===== config.mk =====
export PLATFORM = sky130hd
export DESIGN_NAME = pc_gen
export DESIGN_NICKNAME = d
export VERILOG_FILES = /design/src/rtl/pc_gen_pkg.sv /design/src/rtl/pc_next_sel.sv /design/src/rtl/pc_gen.sv
export SDC_FILE = /design/constraint.sdc
export NUM_CORES = 1
export LEC_CHECK = 0
export ABC_AREA = 1
export BUFFER_PORTS_ARGS = -buffer_cell sky130_fd_sc_hd__clkbuf_2
export CORE_AREA = 2 2 54 107
export CTS_BUF_LIST = sky130_fd_sc_hd__clkbuf_8
export CTS_CLUSTER_SIZE = 8
export DETAILED_ROUTE_END_ITERATION = 16
export DIE_AREA = 0 0 56 109
export GPL_TIMING_DRIVEN = 0
export PLACE_DENSITY = 0.89
export SYNTH_ARGS = -nofsm -noshare
export SYNTH_HDL_FRONTEND = slang
export SYNTH_SLANG_ARGS = --single-unit

===== constraint.sdc =====
create_clock -name clk -period 2.6 [get_ports clk]
set_input_delay 0.39 -clock clk [delete_from_list [all_inputs] [get_ports clk]]
set_output_delay 0.39 -clock clk [all_outputs]
set_load 0.005 [all_outputs]

===== src/rtl/pc_gen_pkg.sv =====
// Shared fetch-front-end constants and the PC generator state type.
package pc_gen_pkg;

    typedef enum logic [1:0] {
        BOOT = 2'd0,
        RUN  = 2'd1,
        HALT = 2'd2
    } pc_state_e;

    localparam int unsigned PC_XLEN         = 32;
    localparam logic [31:0] PC_RESET_VECTOR = 32'h0000_0000;
    localparam int unsigned PC_INC          = 4;
    localparam int unsigned PC_ALIGN_BITS   = 2;

endpackage


===== src/rtl/pc_next_sel.sv =====
// Next-PC priority mux (trap > redirect > advance > hold) with redirect alignment check.
module pc_next_sel
    import pc_gen_pkg::*;
#(
    parameter int unsigned XLEN       = PC_XLEN,
    parameter int unsigned INC        = PC_INC,
    parameter int unsigned ALIGN_BITS = PC_ALIGN_BITS
) (
    input  logic [XLEN-1:0] pc_i,
    input  logic            advance_i,
    input  logic            redirect_valid_i,
    input  logic [XLEN-1:0] redirect_target_i,
    input  logic            trap_valid_i,
    input  logic [XLEN-1:0] trap_target_i,
    output logic [XLEN-1:0] pc_next_o,
    output logic            epoch_toggle_o,
    output logic            misalign_o
);

    localparam logic [XLEN-1:0] ALIGN_MASK = (XLEN'(1) << ALIGN_BITS) - XLEN'(1);
    localparam logic [XLEN-1:0] INC_W      = XLEN'(INC);

    always_comb begin
        pc_next_o      = pc_i;
        epoch_toggle_o = 1'b0;
        misalign_o     = 1'b0;
        if (trap_valid_i) begin
            pc_next_o      = trap_target_i & ~ALIGN_MASK;
            epoch_toggle_o = 1'b1;
        end else if (redirect_valid_i) begin
            // A misaligned redirect leaves pc and epoch untouched; the top halts.
            if (|(redirect_target_i & ALIGN_MASK)) begin
                misalign_o = 1'b1;
            end else begin
                pc_next_o      = redirect_target_i;
                epoch_toggle_o = 1'b1;
            end
        end else if (advance_i) begin
            pc_next_o = pc_i + INC_W;
        end
    end

endmodule


===== src/rtl/pc_gen.sv =====
// RV32I fetch PC generator: BOOT/RUN/HALT control, epoch tagging, registered outputs.
module pc_gen
    import pc_gen_pkg::*;
#(
    parameter int unsigned     XLEN         = PC_XLEN,
    parameter logic [XLEN-1:0] RESET_VECTOR = XLEN'(PC_RESET_VECTOR),
    parameter int unsigned     INC          = PC_INC,
    parameter int unsigned     ALIGN_BITS   = PC_ALIGN_BITS
) (
    input  logic            clk,
    input  logic            rst,
    output logic [XLEN-1:0] pc,
    output logic            pc_valid,
    input  logic            pc_ready,
    output logic            epoch,
    input  logic            redirect_valid,
    input  logic [XLEN-1:0] redirect_target,
    input  logic            trap_valid,
    input  logic [XLEN-1:0] trap_target,
    output logic            misalign_err,
    output logic            halted
);

    pc_state_e       state_q, state_d;
    logic [XLEN-1:0] pc_q, pc_d;
    logic            epoch_q, epoch_d;
    logic            pc_valid_q, pc_valid_d;
    logic            misalign_q, misalign_d;
    logic            halted_q, halted_d;

    logic            redirect_en;
    logic            advance;
    logic [XLEN-1:0] sel_pc;
    logic            sel_toggle;
    logic            sel_misalign;

    // Redirects are dropped in HALT; pc_ready only counts while pc is valid.
    assign redirect_en = redirect_valid & (state_q != HALT);
    assign advance     = pc_valid_q & pc_ready;

    pc_next_sel #(
        .XLEN       (XLEN),
        .INC        (INC),
        .ALIGN_BITS (ALIGN_BITS)
    ) u_next_sel (
        .pc_i              (pc_q),
        .advance_i         (advance),
        .redirect_valid_i  (redirect_en),
        .redirect_target_i (redirect_target),
        .trap_valid_i      (trap_valid),
        .trap_target_i     (trap_target),
        .pc_next_o         (sel_pc),
        .epoch_toggle_o    (sel_toggle),
        .misalign_o        (sel_misalign)
    );

    always_comb begin
        state_d    = state_q;
        pc_d       = sel_pc;
        epoch_d    = epoch_q ^ sel_toggle;
        misalign_d = 1'b0;
        unique case (state_q)
            BOOT, RUN: begin
                if (sel_misalign) begin
                    state_d    = HALT;
                    misalign_d = 1'b1;
                end else begin
                    state_d = RUN;
                end
            end
            HALT: begin
                if (trap_valid) begin
                    state_d = RUN;
                end
            end
            default: state_d = BOOT;
        endcase
        pc_valid_d = (state_d == RUN);
        halted_d   = (state_d == HALT);
    end

    always_ff @(posedge clk or negedge rst) begin
        if (!rst) begin
            state_q    <= BOOT;
            pc_q       <= RESET_VECTOR;
            epoch_q    <= 1'b0;
            pc_valid_q <= 1'b0;
            misalign_q <= 1'b0;
            halted_q   <= 1'b0;
        end else begin
            state_q    <= state_d;
            pc_q       <= pc_d;
            epoch_q    <= epoch_d;
            pc_valid_q <= pc_valid_d;
            misalign_q <= misalign_d;
            halted_q   <= halted_d;
        end
    end

    assign pc           = pc_q;
    assign pc_valid     = pc_valid_q;
    assign epoch        = epoch_q;
    assign misalign_err = misalign_q;
    assign halted       = halted_q;

endmodule

==> flow_summary_export.csv <==
group,metric,value,unit
worst_setup_path,r2r_end,"pc[28]$_DFFE_PN0P_",
sta,fin_setup_tns,0,ns
sta,fin_crit_sh,0.6476,
cts,htreeDepth,2,
cells_and_area,drive_gt1_frac,0.2643,
cts,clkSinkCount,38,
run_status,status,"completed",
grt,overflow,0,
cells_and_area,mostFrequentLayoutCells,"nand2_1, clkbuf_2, nor2_1, dfrtp_1, inv_1",
cts,clk_pin_slew,0.08,ns
worst_setup_path,critPathMaxStageDelay,0.43,ns
worst_setup_path,cp_slowest_cell,"dfrtp_1",
cts,cts_setup_buffers,0,
detailed_routing,routed_wl,8.601,mm
sta,clock_skew,0.002379,ns
logic_synthesis,yosysSeqAreaShare,0.3280,
die,die_area,6104,um^2
cells_and_area,fin_util,0.6713,
sta,finalWorstSetupSlack,0.9162,ns
detailed_routing,drtPass1Iterations,5,
logic_synthesis,synth_area_leaders,"dfrtp_1, nand2_1, nor2_1, a21oi_1, inv_1",
detailed_routing,route.vias.total,3291,
cts,cts_hold_buf,0,
cts,cts_resized,0,
logic_synthesis,ys_ff_latch,38,
worst_setup_path,cp_num_buf_inv,1,
cells_and_area,nNetsFinal,644,
logic_synthesis,synth_largest_area_cell,"dfrtp_1",
die,fp.dieH,109,um
die,num_rows,38,
worst_setup_path,cp_max_fo,6,
sta,setup_viol,0,
sta,rsz0062_at_grt,"no",
logic_synthesis,syn_inst,466,
worst_setup_path,crit_top_cell,"nand2_1",
power_and_ir_drop,powerDensity,517.6,nW/um^2
placement,preCtsSetupSlack,0.9429,ns
cells_and_area,areaGrowthSynthToFinish,23.31,%
worst_setup_path,startpoint_type,"flip-flop",
placement,gp_congestion,0.9493,
sta,period_minus_slack,1.684,ns
power_and_ir_drop,ir_worst_vdd,0.4586,mV
placement,hpwl,6.743,mm
cts,clock_latency,0.29,ns
cts,cts.root.buffer_cell,"clkbuf_8",
die,die_w,56,um
worst_hold_path,min_path_type,"in2async",
sta,worstMarginPinSlew,0.9707,ns
cells_and_area,stdcell_area,3575,um^2
worst_setup_path,r2r_cells,9,
worst_setup_path,crit_arrival,1.90,ns
detailed_routing,routed_via_density,5.183,
cells_and_area,mostFrequentLayoutCell,"nand2_1",
worst_setup_path,crit_chain,"ha_1 -> nand3_2 -> inv_2 -> nand2_2 -> nor2_2 -> nand3_1 -> nand2_1 -> nand2_1 -> a21oi_1",
sta,slew_headroom,0.3529,
logic_synthesis,yosysTopAreaCellShare,0.3280,
grt,grt_max_degree,39,
worst_setup_path,critPathTopFamily,"simple AND/OR/NAND/NOR gates",
detailed_routing,drt_iter0_markers,136,
logic_synthesis,synth.distinct_cells,29,
die,io_pins,105,
cts,numCtsBuffers,5,
run,cap_violations,0,
worst_setup_path,r2r_start,"pc[2]$_DFFE_PN0P_",
cts,cts_tree,"yes",
sta,max_freq,593.9,MHz
die,start_util,0.5444,
sta,drv_slew,0,
sta,final_hold_viol_count,0,
placement,dpl_cell_area,3480,um^2
worst_setup_path,crit_required,2.82,ns
logic_synthesis,synthesis.nets,536,
logic_synthesis,syn_area,2899,um^2
logic_synthesis,yosysWarningCount,0,
grt,antenna_found_initial,0,
power_and_ir_drop,leakagePower,0.001906,uW
die,coreArea,5325,um^2
grt,grt_pass1_wl,13.68,mm
placement,io_buffers,101,
logic_synthesis,syn_area_per_cell,6.221,um^2
detailed_routing,drc,0,
grt,grt_pass1_vias,3002,
cts,cts_max_path_buffers,2,
cells_and_area,antenna_cells,0,
worst_setup_path,crit_type,"reg2reg",
grt,track_usage,0.2836,
detailed_routing,routedWlPerCell,13.54,um
worst_setup_path,endpoint_kind,"flip-flop",
detailed_routing,drtAntennaViolNets,0,
worst_setup_path,regToRegSetupSlack,0.92,ns
## synthesized netlist by cell type
library cell	instances
o21ai_2	3
o211ai_1	2
inv_4	1
a22oi_1	1
o22ai_1	4
inv_1	31
o21ai_0	10
xnor2_1	4
nand3_1	19
a21oi_1	26
buf_2	6
nor2_2	8
nand2_1	194
dfrtp_1	38
a31oi_1	1
o21ai_4	1
nand3_2	1
ha_1	1
nand2_2	6
buf_6	7
nor2_1	73
clkbuf_1	3
nand2_4	3
xor2_1	4
inv_2	2
clkinv_2	1
o21ai_1	9
nor3_1	3
nor2_4	4
## worst reg2reg max path, stage by stage, from the launching register on
cell and delay [ns]:
dfrtp_1 0.43, ha_1 0.28, nand3_2 0.16, inv_2 0.09
nand2_2 0.08, nor2_2 0.21, nand3_1 0.11, nand2_1 0.08
nand2_1 0.05, a21oi_1 0.13
## stage by stage
stage / instances / power, uW / hold slack (ns)
2_1_floorplan: 466 / 1154 / 0.09441
3_3_place_gp: 627 / 1393 / 0.4646
3_5_place_dp: 627 / 1415 / 0.4904
4_1_cts: 635 / 1853 / 0.2630
5_1_grt: 635 / 1966 / 0.3036
6_report: 635 / 1850 / 0.2413
## registers in the layout (all words and copies together) (netlist names)
register,cells
halted,1
state_q,2
misalign_err,1
pc,32
epoch,1
pc_valid,1
## per-layer routing
metal / vias up / wire length (um) / track usage
met5: - / 0 / 0
met4: 0 / 127 / 0.08844
met3: 12 / 465 / 0.03203
met1: 1489 / 3440 / 0.3351
li1: 1668 / - / -
met2: 122 / 4568 / 0.5277
## worst max-delay path by stage
stage	from	to	depth (start not counted)	slack (ns)
floorplan	pc[2]$_DFFE_PN0P_	pc[10]$_DFFE_PN0P_	9	1.19
global placement	trap_valid	pc[11]$_DFFE_PN0P_	11	0.99
finish	pc[2]$_DFFE_PN0P_	pc[28]$_DFFE_PN0P_	9	0.92
CTS	pc[2]$_DFFE_PN0P_	pc[16]$_DFFE_PN0P_	7	0.91
detailed placement	trap_valid	pc[9]$_DFFE_PN0P_	9	0.94
global route	pc[2]$_DFFE_PN0P_	pc[16]$_DFFE_PN0P_	7	0.78
## layout make-up
class	count	area, um^2
Clock buffer	6	82.58
Buffer	16	120.1
Multi-Input combinational cell	377	1693
Timing Repair Buffer	101	505.5
Sequential cell	38	950.9
Tap cell	60	75.07
Fill cell	534	1750
Inverter	35	135.1
Clock inverter	2	12.51
## logic make-up (layout without fill, tap and decap cells)
| group | Yosys count | count (layout) | synth area share |
|---|---|---|---|
| fa+ha+maj | 1 | 1 | 0.004315 |
| xor+xnor | 8 | 8 | 0.02417 |
| compound gates | 57 | 57 | 0.1109 |
| flops | 38 | 38 | 0.3280 |
| buf+inv | 51 | 160 | 0.08805 |
| simple gates | 311 | 311 | 0.4445 |
## report_power, final
group / switching (uW) / internal, uW
combinational: 329 / 254
clock: 226 / 214
sequential: 141 / 686
Note: power is estimated with default switching activity, not from simulation.
